[src/rtl/seq_mult_pkg.sv]
//==============================================================================
// Module      : seq_mult_pkg
// Description : Shared state encoding and default operand width for seq_mult.
// Revision    : 1.0 - initial release
//==============================================================================
`default_nettype none

package seq_mult_pkg;

    localparam int unsigned c_DEFAULT_WIDTH = 8;

    typedef enum logic [1:0] {
        IDLE = 2'd0,
        CALC = 2'd1,
        DONE = 2'd2
    } state_t;

endpackage

`default_nettype wire

[src/rtl/cond_negate.sv]
//==============================================================================
// Module      : cond_negate
// Description : Conditional two's-complement negation of a WIDTH-bit value.
// Revision    : 1.0 - initial release
//==============================================================================
`default_nettype none

module cond_negate #(
    parameter int unsigned WIDTH = 8
) (
    input  logic [WIDTH-1:0] din,
    input  logic             neg,
    output logic [WIDTH-1:0] dout
);

    assign dout = neg ? (~din + WIDTH'(1)) : din;

endmodule

`default_nettype wire

[src/rtl/seq_mult.sv]
//==============================================================================
// Module      : seq_mult
// Description : Shift-and-add sequential multiplier, signed or unsigned,
//               one multiplier bit per cycle. Optional early termination
//               when the macro SEQ_MULT_EARLY_TERM_EN is defined.
// Revision    : 1.0 - initial release
//==============================================================================
`default_nettype none

module seq_mult
    import seq_mult_pkg::*;
#(
    parameter int unsigned WIDTH = c_DEFAULT_WIDTH
) (
    input  logic                 clk,
    input  logic                 rst,
    input  logic                 start,
    input  logic                 sgn,
    input  logic [WIDTH-1:0]     a,
    input  logic [WIDTH-1:0]     b,
    output logic                 busy,
    output logic                 done,
    output logic [2*WIDTH-1:0]   product
);

    localparam int unsigned c_CW = $clog2(WIDTH);

`ifdef SEQ_MULT_EARLY_TERM_EN
    localparam bit c_EARLY_TERM = 1'b1;
`else
    localparam bit c_EARLY_TERM = 1'b0;
`endif

    state_t               r_state;
    state_t               w_next;
    logic [2*WIDTH-1:0]   r_mcand;
    logic [2*WIDTH-1:0]   r_acc;
    logic [2*WIDTH-1:0]   w_acc_next;
    logic [2*WIDTH-1:0]   w_prod_signed;
    logic [WIDTH-1:0]     r_mplier;
    logic [WIDTH-1:0]     w_mplier_next;
    logic [WIDTH-1:0]     w_mag_a;
    logic [WIDTH-1:0]     w_mag_b;
    logic                 r_sign;
    logic [c_CW-1:0]      r_count;
    logic                 w_last;

    // Magnitudes are unsigned WIDTH-bit, so the most-negative operand is exact
    cond_negate #(.WIDTH(WIDTH)) u_neg_a (
        .din  (a),
        .neg  (sgn & a[WIDTH-1]),
        .dout (w_mag_a)
    );

    cond_negate #(.WIDTH(WIDTH)) u_neg_b (
        .din  (b),
        .neg  (sgn & b[WIDTH-1]),
        .dout (w_mag_b)
    );

    cond_negate #(.WIDTH(2*WIDTH)) u_neg_p (
        .din  (w_acc_next),
        .neg  (r_sign),
        .dout (w_prod_signed)
    );

    assign w_acc_next    = r_mplier[0] ? (r_acc + r_mcand) : r_acc;
    assign w_mplier_next = r_mplier >> 1;
    assign w_last        = (r_count == '0) || (c_EARLY_TERM && (w_mplier_next == '0));

    always_ff @(posedge clk) begin
        if (rst) begin
            r_state <= IDLE;
        end else begin
            r_state <= w_next;
        end
    end

    always_comb begin
        w_next = r_state;
        busy   = 1'b0;
        done   = 1'b0;
        case (r_state)
            IDLE: begin
                if (start) begin
                    w_next = CALC;
                end
            end
            CALC: begin
                busy = 1'b1;
                if (w_last) begin
                    w_next = DONE;
                end
            end
            DONE: begin
                busy   = 1'b1;
                done   = 1'b1;
                w_next = IDLE;
            end
            default: w_next = IDLE;
        endcase
    end

    always_ff @(posedge clk) begin
        if (rst) begin
            r_mcand  <= '0;
            r_acc    <= '0;
            r_mplier <= '0;
            r_sign   <= 1'b0;
            r_count  <= '0;
            product  <= '0;
        end else begin
            case (r_state)
                IDLE: begin
                    if (start) begin
                        r_mcand  <= {{WIDTH{1'b0}}, w_mag_a};
                        r_mplier <= w_mag_b;
                        r_sign   <= sgn & (a[WIDTH-1] ^ b[WIDTH-1]);
                        r_acc    <= '0;
                        r_count  <= c_CW'(WIDTH - 1);
                    end
                end
                CALC: begin
                    r_acc    <= w_acc_next;
                    r_mcand  <= r_mcand << 1;
                    r_mplier <= w_mplier_next;
                    r_count  <= r_count - c_CW'(1);
                    // Final accumulation folds straight into the product load
                    if (w_last) begin
                        product <= w_prod_signed;
                    end
                end
                default: ;
            endcase
        end
    end

endmodule

`default_nettype wire
[config.mk]
export PLATFORM = sky130hd
export DESIGN_NAME = seq_mult
export DESIGN_NICKNAME = d
export VERILOG_FILES = /design/src/rtl/seq_mult_pkg.sv /design/src/rtl/cond_negate.sv /design/src/rtl/seq_mult.sv
export SDC_FILE = /design/constraint.sdc
export NUM_CORES = 1
export LEC_CHECK = 0
export ABC_AREA = 1
export ABC_CLOCK_PERIOD_IN_PS = 3200
export CELL_PAD_IN_SITES_DETAIL_PLACEMENT = 1
export CELL_PAD_IN_SITES_GLOBAL_PLACEMENT = 1
export CORE_MARGIN = 4
export CORE_UTILIZATION = 42
export CTS_BUF_LIST = sky130_fd_sc_hd__clkbuf_4
export CTS_CLUSTER_DIAMETER = 30
export DETAILED_ROUTE_END_ITERATION = 12
export PLACE_DENSITY_LB_ADDON = 0.1
export SYNTH_ARGS = -nofsm -noshare
export SYNTH_HDL_FRONTEND = slang
export SYNTH_SLANG_ARGS = --single-unit
export TNS_END_PERCENT = 100
[constraint.sdc]
create_clock -name clk -period 3.2 [get_ports clk]
set_input_delay 0.48 -clock clk [delete_from_list [all_inputs] [get_ports clk]]
set_output_delay 0.48 -clock clk [all_outputs]
set_load 0.01 [all_outputs]
Word level (Yosys, flattened, before mapping)
Cells that the tools add are included.
{"block": "totals", "regBits": 62, "in_bits": 20, "output_inout_bits": 18, "wordCells": 48}
{"block": "op_classes", "addsub": 5, "eq_ne": 4, "n_mux": 17, "bitwise_logic": 7, "n_reduce_logical": 8}
{"cell": "$mux W16", "n": 4}
{"cell": "$pmux W16 S2", "n": 2}
{"cell": "$mux W8", "n": 3}
{"cell": "$add A16 B1 Y16 const B", "n": 1}
{"cell": "$add A16 B16 Y16", "n": 1}
{"cell": "$add A8 B1 Y8 const B", "n": 2}
{"cell": "$not A16 Y16", "n": 1}
{"cell": "$not A8 Y8", "n": 2}
{"cell": "$pmux W8 S2", "n": 1}
{"cell": "$reduce_and A2 Y1", "n": 4}
{"cell": "$pmux W3 S2", "n": 1}
{"cell": "$mux W2", "n": 2}
{"cell": "$ne A2 B2 Y1 const B", "n": 2}
{"cell": "$pmux W2 S2", "n": 1}
{"cell": "$and A1 B1 Y1", "n": 3}
{"cell": "$logic_not A3 Y1", "n": 1}
{"cell": "$mux W3", "n": 1}
{"cell": "$sub A3 B1 Y3 const B", "n": 1}
{"cell": "$eq A2 B1 Y1 const B", "n": 1}
{"cell": "$eq A2 B2 Y1 const B", "n": 1}
{"cell": "$logic_not A2 Y1", "n": 1}
{"cell": "$mux W1", "n": 2}
{"cell": "$reduce_bool A2 Y1", "n": 1}
{"cell": "$reduce_or A2 Y1", "n": 1}
{"cell": "$xor A1 B1 Y1", "n": 1}

Longest topological paths before layout
Gate-level depths: netlist of the first run.
{"block": "logic_depth", "depth_word": 5, "mapped_depth": 19, "mapped_depth_nobuf": 19}

Cells and area by module
A second synthesis of the first run with hierarchy kept.
{"block": "hier_totals", "hier_cells": 696, "area_unflattened_um2": 4384.2}
{"mod": "seq_mult", "instances": 1, "cells_per_inst": 524, "area_per_inst_um2": 3518.4, "seq_area_each_um2": 1241.2}
{"mod": "cond_negate (u_neg_p)", "instances": 1, "cells_per_inst": 94, "area_per_inst_um2": 475.5, "seq_area_each_um2": 0.0}
{"mod": "cond_negate (u_neg_a ...)", "instances": 2, "cells_per_inst": 39, "area_per_inst_um2": 195.2, "seq_area_each_um2": 0.0}

Worst setup path before layout of the first run
OpenSTA, ideal clock, no wires.
{"block": "synth_path", "path_kind": "reg2reg", "start": "register r_mcand[0]", "end": "register product[12]", "setup_ns": 0.109, "arrival_ns": 2.164, "slack_ns": 0.927, "path_stages_with_launch": 17, "cell_sequence": "dfxtp_1 > ha_1 > fa_1 > nand2_1 > o21a_1 > ha_1 > inv_1 > nor2_1 > nand3_2 > nor2_4 > nand2_2 > nor2_4 > nand2_1 > nand3b_1 > nand3_1 > nand2_1 > inv_1"}
{"block": "synth_between", "elab_chain_len": 5}
{"item": "from (decl)", "line": "seq_mult.sv:36", "source": "logic [2*WIDTH-1:0] r_mcand;"}
{"item": "from (signal assigned)", "line": "seq_mult.sv:116", "source": "r_mcand <= {{WIDTH{1'b0}}, w_mag_a};"}
{"item": "from (signal assigned)", "line": "seq_mult.sv:125", "source": "r_mcand <= r_mcand << 1;"}
{"item": "$add A16 B16 Y16 *", "line": "seq_mult.sv:67", "source": "assign w_acc_next = r_mplier[0] ? (r_acc + r_mcand) : r_acc;"}
{"item": "$mux W16 *", "line": "seq_mult.sv:67"}
{"item": "$not A16 Y16", "line": "cond_negate.sv:16", "source": "assign dout = neg ? (~din + WIDTH'(1)) : din;"}
{"item": "$add A16 B1 Y16", "line": "cond_negate.sv:16"}
{"item": "$mux W16 *", "line": "cond_negate.sv:16"}
{"item": "to (signal assigned)", "line": "seq_mult.sv:130", "source": "product <= w_prod_signed;"}
{"item": "to (decl)", "line": "seq_mult.sv:23", "source": "output logic [2*WIDTH-1:0] product"}
Mark *: on every way between the ends. The rest lies on a longest branch, timed or not.
A chain may end at the register's enable or synchronous reset.

Worst setup path after layout of the first run
{"block": "layout_path", "start": "register r_mcand[0]", "end": "register product[14]"}
The elaborated chain is that of the path after synthesis.

==> flow_metrics.py, run 1 <==
metrics = {
    "logic_synthesis": {
        "yosysMostFrequentCell": "nand2_1",
        "synthMuxAreaShare_pct": 0.232,
        "yosys.cell_types.count": 42,
        "synth_common_cells": "nand2_1 (222), inv_1 (83), dfxtp_1 (62)",
        "synth_area_per_cell_um2": 6.37,
        "synth_compound_gate_area_share_pct": 16.6,
        "synth-edff-count": 0,
        "ys_warn_count": 0,
        "synth.cell_area_um2": 4320,
        "ys_ff_latch": 62,
        "synth_flop_cell": "dfxtp_1",
        "synth_top_cell_area_share_pct": 28.7,
        "yosysSeqAreaShare_pct": 28.7,
        "synthAdderAreaFrac_pct": 7.13,
        "synth_area_leaders": "dfxtp_1 (29%), nand2_1 (19%), inv_1 (7.2%)",
        "async_flop_share_pct": 0,
        "synth_simple_gate_area_share_pct": 35.6,
        "yosys.area_share.xor_xnor_pct": 1.80,
        "synth.largest_area_cell": "dfxtp_1",
        "synth_fp_nets": 722,
        "synth_top_family_by_area": "simple AND/OR/NAND/NOR gates",
        "postSynthCellCount": 678,
    },
    "placed_design": {
        "port_buffers": 37,
        "dp_hpwl_um": 9170,
        "gp_congestion": 0.864,
        "pre_cts_ws_ps": 705,
    },
    "clock_tree": {
        "cts_tree": "done",
        "clk_path_buf_depth": 2,
        "clk_pin_slew_ps": 120,
        "clock_tree.root_cell": "clkbuf_4",
        "ctsHoldBuffers": 0,
        "cts_resized": 0,
        "numCtsBuffers": 9,
        "cts.sinks": 62,
        "cts_setup_buffers": 0,
        "clock_latency_ps": 430,
        "htreeDepth": 3,
    },
    "timing": {
        "layout_setup_ws_ps": 651,
        "hold_viol": 0,
        "timing.fmax_mhz": 392,
        "slew_headroom_pct": 51.1,
        "worst-slew-pin-transition_ps": 733,
        "finalSetupViolCount": 0,
        "tns_ps": 0,
        "fin_skew_ps": 12.2,
        "period_minus_slack_ps": 2550,
        "fin_crit_sh_pct": 79.7,
        "rsz0062_at_grt": "false",
        "drv_slew": 0,
    },
    "floorplanning": {
        "core_um2": 9910,
        "initial_core_util_pct": 43.6,
        "rows": 36,
        "die_area_um2": 12000,
        "die_h_um": 109,
        "io_pins": 38,
        "die_width_um": 109,
    },
    "setup_path": {
        "critPathKind": "flip-flop to flip-flop",
        "cp.arrival_ps": 2890,
        "crit_path_end_kind": "flip-flop",
        "startpoint_type": "flip-flop",
        "path_max_fanout": 4,
        "cp_data_required_time_ps": 3540,
    },
    "final_layout": {
        "diodes": 0,
        "layout-drive-gt1-share_pct": 9.12,
        "nNetsFinal": 752,
        "area_growth_pct": 14.9,
        "fillCellCount": 1362,
        "regArea_um2": 1240,
        "multiInputGateArea_um2": 2650,
    },
    "drt": {
        "drt_iter0_drc": 144,
        "via_count": 4341,
        "drc": 0,
        "wl_per_cell_um": 14.5,
        "drtAntennaViolNets": 0,
        "vias_per_cell": 5.13,
        "wl_um": 12300,
        "drtPass1Iterations": 6,
    },
    "worst_hold_path": {
        "hp-class": "flip-flop to flip-flop",
    },
    "power": {
        "power.density_nw_per_um2": 680,
        "p_leak_nw": 2.27,
        "max-vdd-ir-drop_mv": 0.517,
    },
    "global_routing": {
        "overflow": 0,
        "grt_pass1_wl_um": 21500,
        "antenna_found_initial": 0,
        "grt_pass1_vias": 4614,
        "grt_max_degree": 43,
        "track_usage_pct": 22.4,
    },
    "run": {
        "max-cap-violations": 0,
    },
    "run_status": {
        "status": "complete, no violations",
    },
}
## cells by family after synthesis
| group | count (synthesis) |
|---|---|
| mux | 1 |
| xor+xnor | 8 |
| simple gates | 351 |
| fa+ha+maj | 24 |
| buf+inv | 110 |
| compound gates | 122 |
| flops | 62 |
## state kept, by name (all words and copies together) (netlist names)
register and cells:
r_count 3, r_sign 1, r_mplier 8, r_state 2
product 16, r_mcand 16, r_acc 16
## metrics by stage
stage / cells / utilization (%) / cell area [um^2] / hold slack, ps / total power (W)
finish: 846 / 50.1 / 4960 / 471 / 0.00337
CTS: 846 / 50.1 / 4960 / 475 / 0.00341
floorplan: 678 / - / 4320 / 442 / 0.00222
global route: 846 / 50.1 / 4960 / 494 / 0.00368
global placement: 830 / 48.4 / 4790 / 448 / 0.00267
detailed placement: 830 / 48.4 / 4790 / 457 / 0.00273
## power by group
part / internal, W / switching [W] / total, W
Sequential: 0.000938 / 0.000123 / 0.00106
Combinational: 0.000615 / 0.00105 / 0.00166
Clock: 0.000319 / 0.000330 / 0.000649
## layer usage
layer  track usage [%]  share of wire [%]  vias up
met5                 0                  0        -
met2              36.8                 45       41
met4              4.99               0.85        0
li1                  -                  -     2235
met3              3.58                2.5        9
met1              30.9                 51     2056
## worst max-delay path, cell delays in order, from the launching register on
cell,delay [ps]
dfxtp_1,340
ha_1,240
fa_1,460
nand2_1,90
o21a_1,160
ha_1,150
inv_1,50
nor2_1,160
nand3_2,110
nor2_4,120
nand2_2,90
nor2_4,130
nand3_2,90
nand3_1,80
nand3_1,80
nand2_1,60
inv_1,40
## worst paths after layout
check	startpoint	end	slack (ps)	cells past startpoint
worst max register to register	r_mcand[0]	product[14]	650	16
worst max-delay path	r_mcand[0]	product[14]	650	16
worst min register to register	r_mplier[4]	r_mplier[4]	470	2
worst min-delay path	r_mplier[4]	r_mplier[4]	470	2
## cells in the final DEF (no fill, tap or decap), types with 2 or more instances in the layout
| master | netlist | layout |
|---|---|---|
| or2_2 | 5 | 5 |
| nand3_2 | 7 | 7 |
| nor2_4 | 2 | 2 |
| a21oi_1 | 59 | 59 |
| nand2_2 | 13 | 13 |
| o221ai_1 | 3 | 3 |
| clkinv_4 | 0 | 2 |
| buf_4 | 0 | 5 |
| nand4_1 | 2 | 2 |
| clkbuf_4 | 0 | 9 |
| nand2_1 | 222 | 222 |
| nor3_1 | 5 | 5 |
| ha_1 | 23 | 23 |
| inv_1 | 83 | 83 |
| nor2_1 | 36 | 35 |
| nor2_2 | 6 | 7 |
| inv_2 | 3 | 3 |
| o21ai_2 | 3 | 3 |
| nand3_1 | 44 | 44 |
| o21a_1 | 8 | 8 |
| xor2_1 | 6 | 6 |
| and2_1 | 3 | 3 |
| dfxtp_1 | 62 | 62 |
| clkdlybuf4s50_1 | 0 | 37 |
| a211oi_1 | 2 | 2 |
| o21ai_0 | 22 | 22 |
| o31ai_1 | 3 | 3 |
| o211ai_1 | 7 | 7 |
| nand3b_1 | 4 | 4 |
| bufinv_16 | 0 | 2 |
| a31oi_1 | 9 | 9 |
## area by class of cell
cell class              instances  share of cell area (%)
multi-input cells             506                    53.4
flip-flops and latches         62                    25.0
repair buffers                 42                    8.22
inverters                      87                    6.63
well taps                     133                    3.36
clock inverters                 7                    1.97
clock buffers                   9                    1.36
No activity file was read; power rests on OpenSTA's default activity.
==> run 2, diff against run 1 <==
Settings changed: ABC_CLOCK_PERIOD_IN_PS 3200 to 2200, CORE_UTILIZATION 42 to 38.
Clock period 3.2 ns to 2.2 ns, I/O delays scaled along.
==> run 2 against run 1 <==
The run now ends with negative setup slack left. Final area up 10%. Critical path depth unchanged. Sequential share of layout area down 2.1 points. Core utilization down 0.39 points. Clock power rose by 23%.
==> flow_metrics.py, run 2 (synthesis results as in run 1) <==
metrics = {
    "clock_tree": {
        "htreeDepth": 3,
        "cts.sinks": 62,
        "numCtsBuffers": 9,
        "clk_path_buf_depth": 2,
        "clock_latency_ps": 440,
        "clk_pin_slew_ps": 110,
        "cts_tree": "done",
        "clock_tree.root_cell": "clkbuf_4",
    },
    "power": {
        "p_sw_w": 0.00235,
        "p_comb_share_pct": 56.4,
        "intPower_w": 0.00300,
        "seq_power_share_pct": 28.6,
        "max-vdd-ir-drop_mv": 0.787,
        "sw_frac_of_total_pct": 43.9,
        "p_clk_share_pct": 15.0,
        "p_leak_nw": 2.48,
        "power.density_nw_per_um2": 982,
    },
    "global_routing": {
        "track_usage_pct": 20.6,
        "grt_pass1_vias": 4607,
        "grt_pass1_wl_um": 21800,
        "overflow": 0,
        "grt_max_degree": 43,
        "antenna_found_initial": 0,
    },
    "drt": {
        "wl_um": 13300,
        "drtPass1Iterations": 4,
        "drt_iter0_drc": 177,
        "drc": 0,
        "vias_per_cell": 5.09,
        "via_count": 4538,
        "drtAntennaViolNets": 0,
        "wl_per_cell_um": 14.9,
    },
    "floorplanning": {
        "initial_core_util_pct": 39.3,
        "die_width_um": 115,
        "die_h_um": 115,
        "core_um2": 11000,
        "io_pins": 38,
        "rows": 38,
        "die_area_um2": 13100,
    },
    "setup_path": {
        "crit_path_end_kind": "flip-flop",
        "critPathKind": "flip-flop to flip-flop",
        "startpoint_type": "flip-flop",
        "cp.arrival_ps": 2720,
        "cp_data_required_time_ps": 2540,
        "path_max_fanout": 4,
    },
    "run_status": {
        "status": "complete, but fails checks",
        "violations": "negative setup slack",
    },
    "placed_design": {
        "pre_cts_ws_ps": -183,
        "dp_hpwl_um": 9710,
        "gp_congestion": 0.862,
        "dp.cells": 871,
        "port_buffers": 37,
    },
    "worst_hold_path": {
        "hp-class": "flip-flop to flip-flop",
    },
    "timing": {
        "worst-slew-pin-transition_ps": 589,
        "hold_viol": 0,
        "finalSetupViolCount": 10,
        "slew_headroom_pct": 60.7,
        "drv_slew": 0,
        "period_minus_slack_ps": 2380,
        "fin_skew_ps": 23.6,
        "fin_crit_sh_pct": 108,
        "rsz0062_at_grt": "true",
        "timing.fmax_mhz": 421,
        "layout_setup_ws_ps": -175,
    },
    "final_layout": {
        "area_growth_pct": 26.3,
        "diodes": 0,
        "final_common_cell": "nand2_1",
        "fillCellCount": 1453,
        "nNetsFinal": 793,
        "final_cell_mix": "nand2_1 (212), inv_1 (81), dfxtp_1 (56)",
        "layout-drive-gt1-share_pct": 18.8,
        "reg.largest.list": "product x16, r_acc x16, r_mcand x16",
        "instances_no_fill": 892,
    },
    "run": {
        "max-cap-violations": 0,
    },
}
run 2: worst paths after layout:
kind,endpoint,depth (start not counted),slack [ps],from
max,product[12],16,-180,r_acc[0]
min,r_mplier[7],2,470,r_mplier[7]
max reg2reg,product[12],16,-180,r_acc[0]
min reg2reg,r_mplier[7],2,470,r_mplier[7]
run 2: worst max-delay path: stages (launching register included):
cell and delay [ps]:
dfxtp_2 370, ha_4 140, fa_2 430, nand2_1 70, o21a_1 170, ha_2 190, inv_2 50, nor2_4 90
nand3_2 100, nor2_4 130, nand2_2 80, nor2_4 150, nand2_2 70, nand3b_1 80, nand3_1 70, nand2_1 70
inv_1 40
run 2: through the flow:
step           cell area [um^2]  hold slack, ps  total power, W  util, %  setup TNS (ps)
2_1_floorplan              4320             442         0.00324        -               0
5_1_grt                    5450             489         0.00582     49.7           -3290
4_1_cts                    5250             472         0.00517     47.8           -1340
6_report                   5450             468         0.00536     49.7           -1350
3_5_place_dp               5090             458         0.00428     46.3           -1230
3_3_place_gp               5090             452         0.00420     46.3            -858
run 2: layout make-up:
type	count	area (um^2)	area share [%]
inverters	87	329	6.03
clock inverters	3	37.5	0.688
multi-input cells	506	2840	52.0
well taps	140	175	3.21
clock buffers	11	82.6	1.51
repair buffers	83	744	13.6
flip-flops and latches	62	1250	22.9
run 2: timing repair:
item / in CTS / in global routing
resized for setup: 10 / 43
setup buffers: 2 / 5
pin swaps: 11 / 24
endpoints found under the setup margin: 10 / 15
hold buffers: 0 / 0
run 2: layer usage:
layer  global-route usage, %  share of wire [%]
met4                    6.18                1.6
met1                    29.1                 52
met2                    32.1                 44
met3                    3.44                2.5
met5                       0                  0
run 2: power by group through the flow:
stage          Sequential [W]  Clock [W]  Combinational [W]
5_1_grt               0.00157   0.000881            0.00337
3_3_place_gp          0.00153          0            0.00266
2_1_floorplan         0.00155          0            0.00169
4_1_cts               0.00153   0.000822            0.00282
6_report              0.00153   0.000801            0.00302
3_5_place_dp          0.00154          0            0.00274
==> run 3, diff against run 2 <==
Settings changed: CORE_UTILIZATION 38 to 30, RECOVER_POWER set to 100.
==> run 3 against run 2 <==
The flow still finishes with violations (negative setup slack). First-iteration DRC count is 19% lower. Total power is 2.6% lower. Wire length grew 1.4%. Register-to-register slack barely moved. Worst setup slack better by 4.6 ps. Critical endpoint is now product[11].
==> flow_metrics.py, run 3 (synthesis results as in run 1) <==
metrics = {
    "setup_path": {
        "path_buf_inv": 1,
        "critPathKind": "flip-flop to flip-flop",
        "cp.arrival_ps": 2730,
        "crit_top_cell": "nand2_1",
        "startpoint_type": "flip-flop",
        "path_cells": "ha_4 -> fa_2 -> nand2_2 -> o21a_1 -> nand2_1 -> nor2_1 -> nand2_1 -> nor2_2 -> nand3_2 -> nor2_4 -> nand2_2 -> nand2_4 -> xor2_2 -> nand2_1 -> nand2_1 -> inv_1",
        "slowest_delay_ps": 440,
        "crit_path_end_kind": "flip-flop",
        "cpMaxStageDelayCell": "fa_2",
        "cp_top_family": "simple AND/OR/NAND/NOR gates",
        "path_max_fanout": 5,
        "cp_data_required_time_ps": 2560,
    },
    "global_routing": {
        "track_usage_pct": 17.3,
        "grt_max_degree": 43,
        "grt_pass1_wl_um": 22700,
        "antenna_found_initial": 0,
        "overflow": 0,
        "grt_pass1_vias": 4634,
    },
    "timing": {
        "fin_crit_sh_pct": 108,
        "hold_viol": 0,
        "period_minus_slack_ps": 2370,
        "slew_headroom_pct": 59.3,
        "holdWs_ps": 476,
        "fin_skew_ps": 16.5,
        "timing.fmax_mhz": 422,
        "worst-slew-pin-transition_ps": 609,
        "layout_setup_ws_ps": -171,
        "rsz0062_at_grt": "true",
        "finalSetupViolCount": 10,
        "drv_slew": 0,
    },
    "floorplanning": {
        "initial_core_util_pct": 30.9,
        "io_pins": 38,
        "die_width_um": 128,
        "core_um2": 14000,
        "rows": 43,
        "die_area_um2": 16400,
        "die_h_um": 128,
    },
    "final_layout": {
        "design_area_um2": 5500,
        "area_growth_pct": 27.3,
        "diodes": 0,
        "final_common_cell": "nand2_1",
        "instances_no_fill": 942,
        "layout-drive-gt1-share_pct": 18.8,
        "nNetsFinal": 801,
        "final_cell_mix": "nand2_1 (216), inv_1 (82), a21oi_1 (56), dfxtp_1 (56), buf_4 (50)",
        "reg.largest.list": "product x16, r_acc x16, r_mcand x16",
        "fillCellCount": 1821,
    },
    "clock_tree": {
        "clock_tree.root_cell": "clkbuf_4",
        "cts.sinks": 62,
        "cts_tree": "done",
        "numCtsBuffers": 9,
        "clk_pin_slew_ps": 120,
        "clk_path_buf_depth": 2,
        "clock_latency_ps": 440,
        "htreeDepth": 3,
        "ctsHoldBuffers": 0,
    },
    "placed_design": {
        "dp.cells": 922,
        "placedInstanceArea_um2": 5220,
        "pre_cts_ws_ps": -217,
        "gp_congestion": 0.816,
        "dp_hpwl_um": 10200,
        "port_buffers": 37,
    },
    "drt": {
        "via_count": 4532,
        "drtPass1Iterations": 6,
        "drt_iter0_drc": 144,
        "drc": 0,
        "wl_um": 13500,
        "wl_per_cell_um": 14.3,
        "vias_per_cell": 4.81,
        "drtAntennaViolNets": 0,
    },
    "worst_hold_path": {
        "hp-class": "flip-flop to flip-flop",
    },
    "run_status": {
        "status": "complete, but fails checks",
        "violations": "negative setup slack",
    },
    "power": {
        "power.density_nw_per_um2": 950,
        "max-vdd-ir-drop_mv": 0.590,
        "p_leak_nw": 2.58,
    },
    "run": {
        "max-cap-violations": 0,
    },
}
-- run 3: changes by cell type in the layout (fill, tap and decap cells not counted), sizes merged --
| cell | delta |
|---|---|
| buf | +7 |
| dlygate4sd3 | +17 |
| clkinv | +3 |
| clkdlybuf4s50 | -17 |
-- run 3: final timing paths --
kind / startpoint / end / slack [ps] / cells after the start
worst max-delay path: r_acc[0] / product[11] / -170 / 16
worst min register to register: r_mplier[2] / r_mplier[2] / 480 / 2
worst min-delay path: r_mplier[2] / r_mplier[2] / 480 / 2
worst max register to register: r_acc[0] / product[11] / -170 / 16
-- run 3: stage by stage --
stage	utilization, %	power (W)	setup TNS (ps)
after floorplan	-	0.00324	0
after global placement	37.3	0.00426	-1200
after CTS	38.7	0.00528	-983
final	39.3	0.00522	-1150
after detailed placement	37.3	0.00432	-1470
after global routing	39.3	0.00571	-3770
-- run 3: timing repair --
action	in CTS	in global routing
endpoints found under the setup margin	12	17
endpoints found under the hold margin	0	0
resized for setup	16	23
pin swaps	1	2
buffers inserted	2	2
-- run 3: power breakdown --
| group | switching, W | total, W | internal (W) |
|---|---|---|---|
| Clock | 0.000461 | 0.000807 | 0.000346 |
| Combinational | 0.00169 | 0.00288 | 0.00119 |
| Sequential | 0.000164 | 0.00153 | 0.00137 |
| Total | 0.00232 | 0.00522 | 0.00290 |
-- run 3: cell type report --
| cell class | count | area (um^2) | share of cell area, % |
|---|---|---|---|
| tap | 180 | 225 | 4.10 |
| clock inverter | 6 | 52.6 | 0.956 |
| sequential | 62 | 1250 | 22.7 |
| clock buffer | 10 | 75.1 | 1.37 |
| multi-input combinational | 506 | 2760 | 50.3 |
| timing repair buffer | 91 | 802 | 14.6 |
| inverter | 87 | 329 | 5.99 |
-- run 3: layer usage --
layer | track usage (%) | up-vias | routed length (um)
met5 | 0 | - | 0
li1 | - | 2336 | -
met3 | 3.17 | 14 | 294
met4 | 4.68 | 0 | 187
met1 | 24.9 | 2141 | 7180
met2 | 26.4 | 41 | 5790
-- run 3: worst register-to-register path, delay by kind of cell, from the launching register on --
family	cells	cell delay [ps]
buffers and inverters	1	30
and+or+nand+nor	11	1030
xor gates and xnor gates	1	130
DFF	1	370
adders and majority gates	2	580
AOI/OAI and AO/OA	1	170
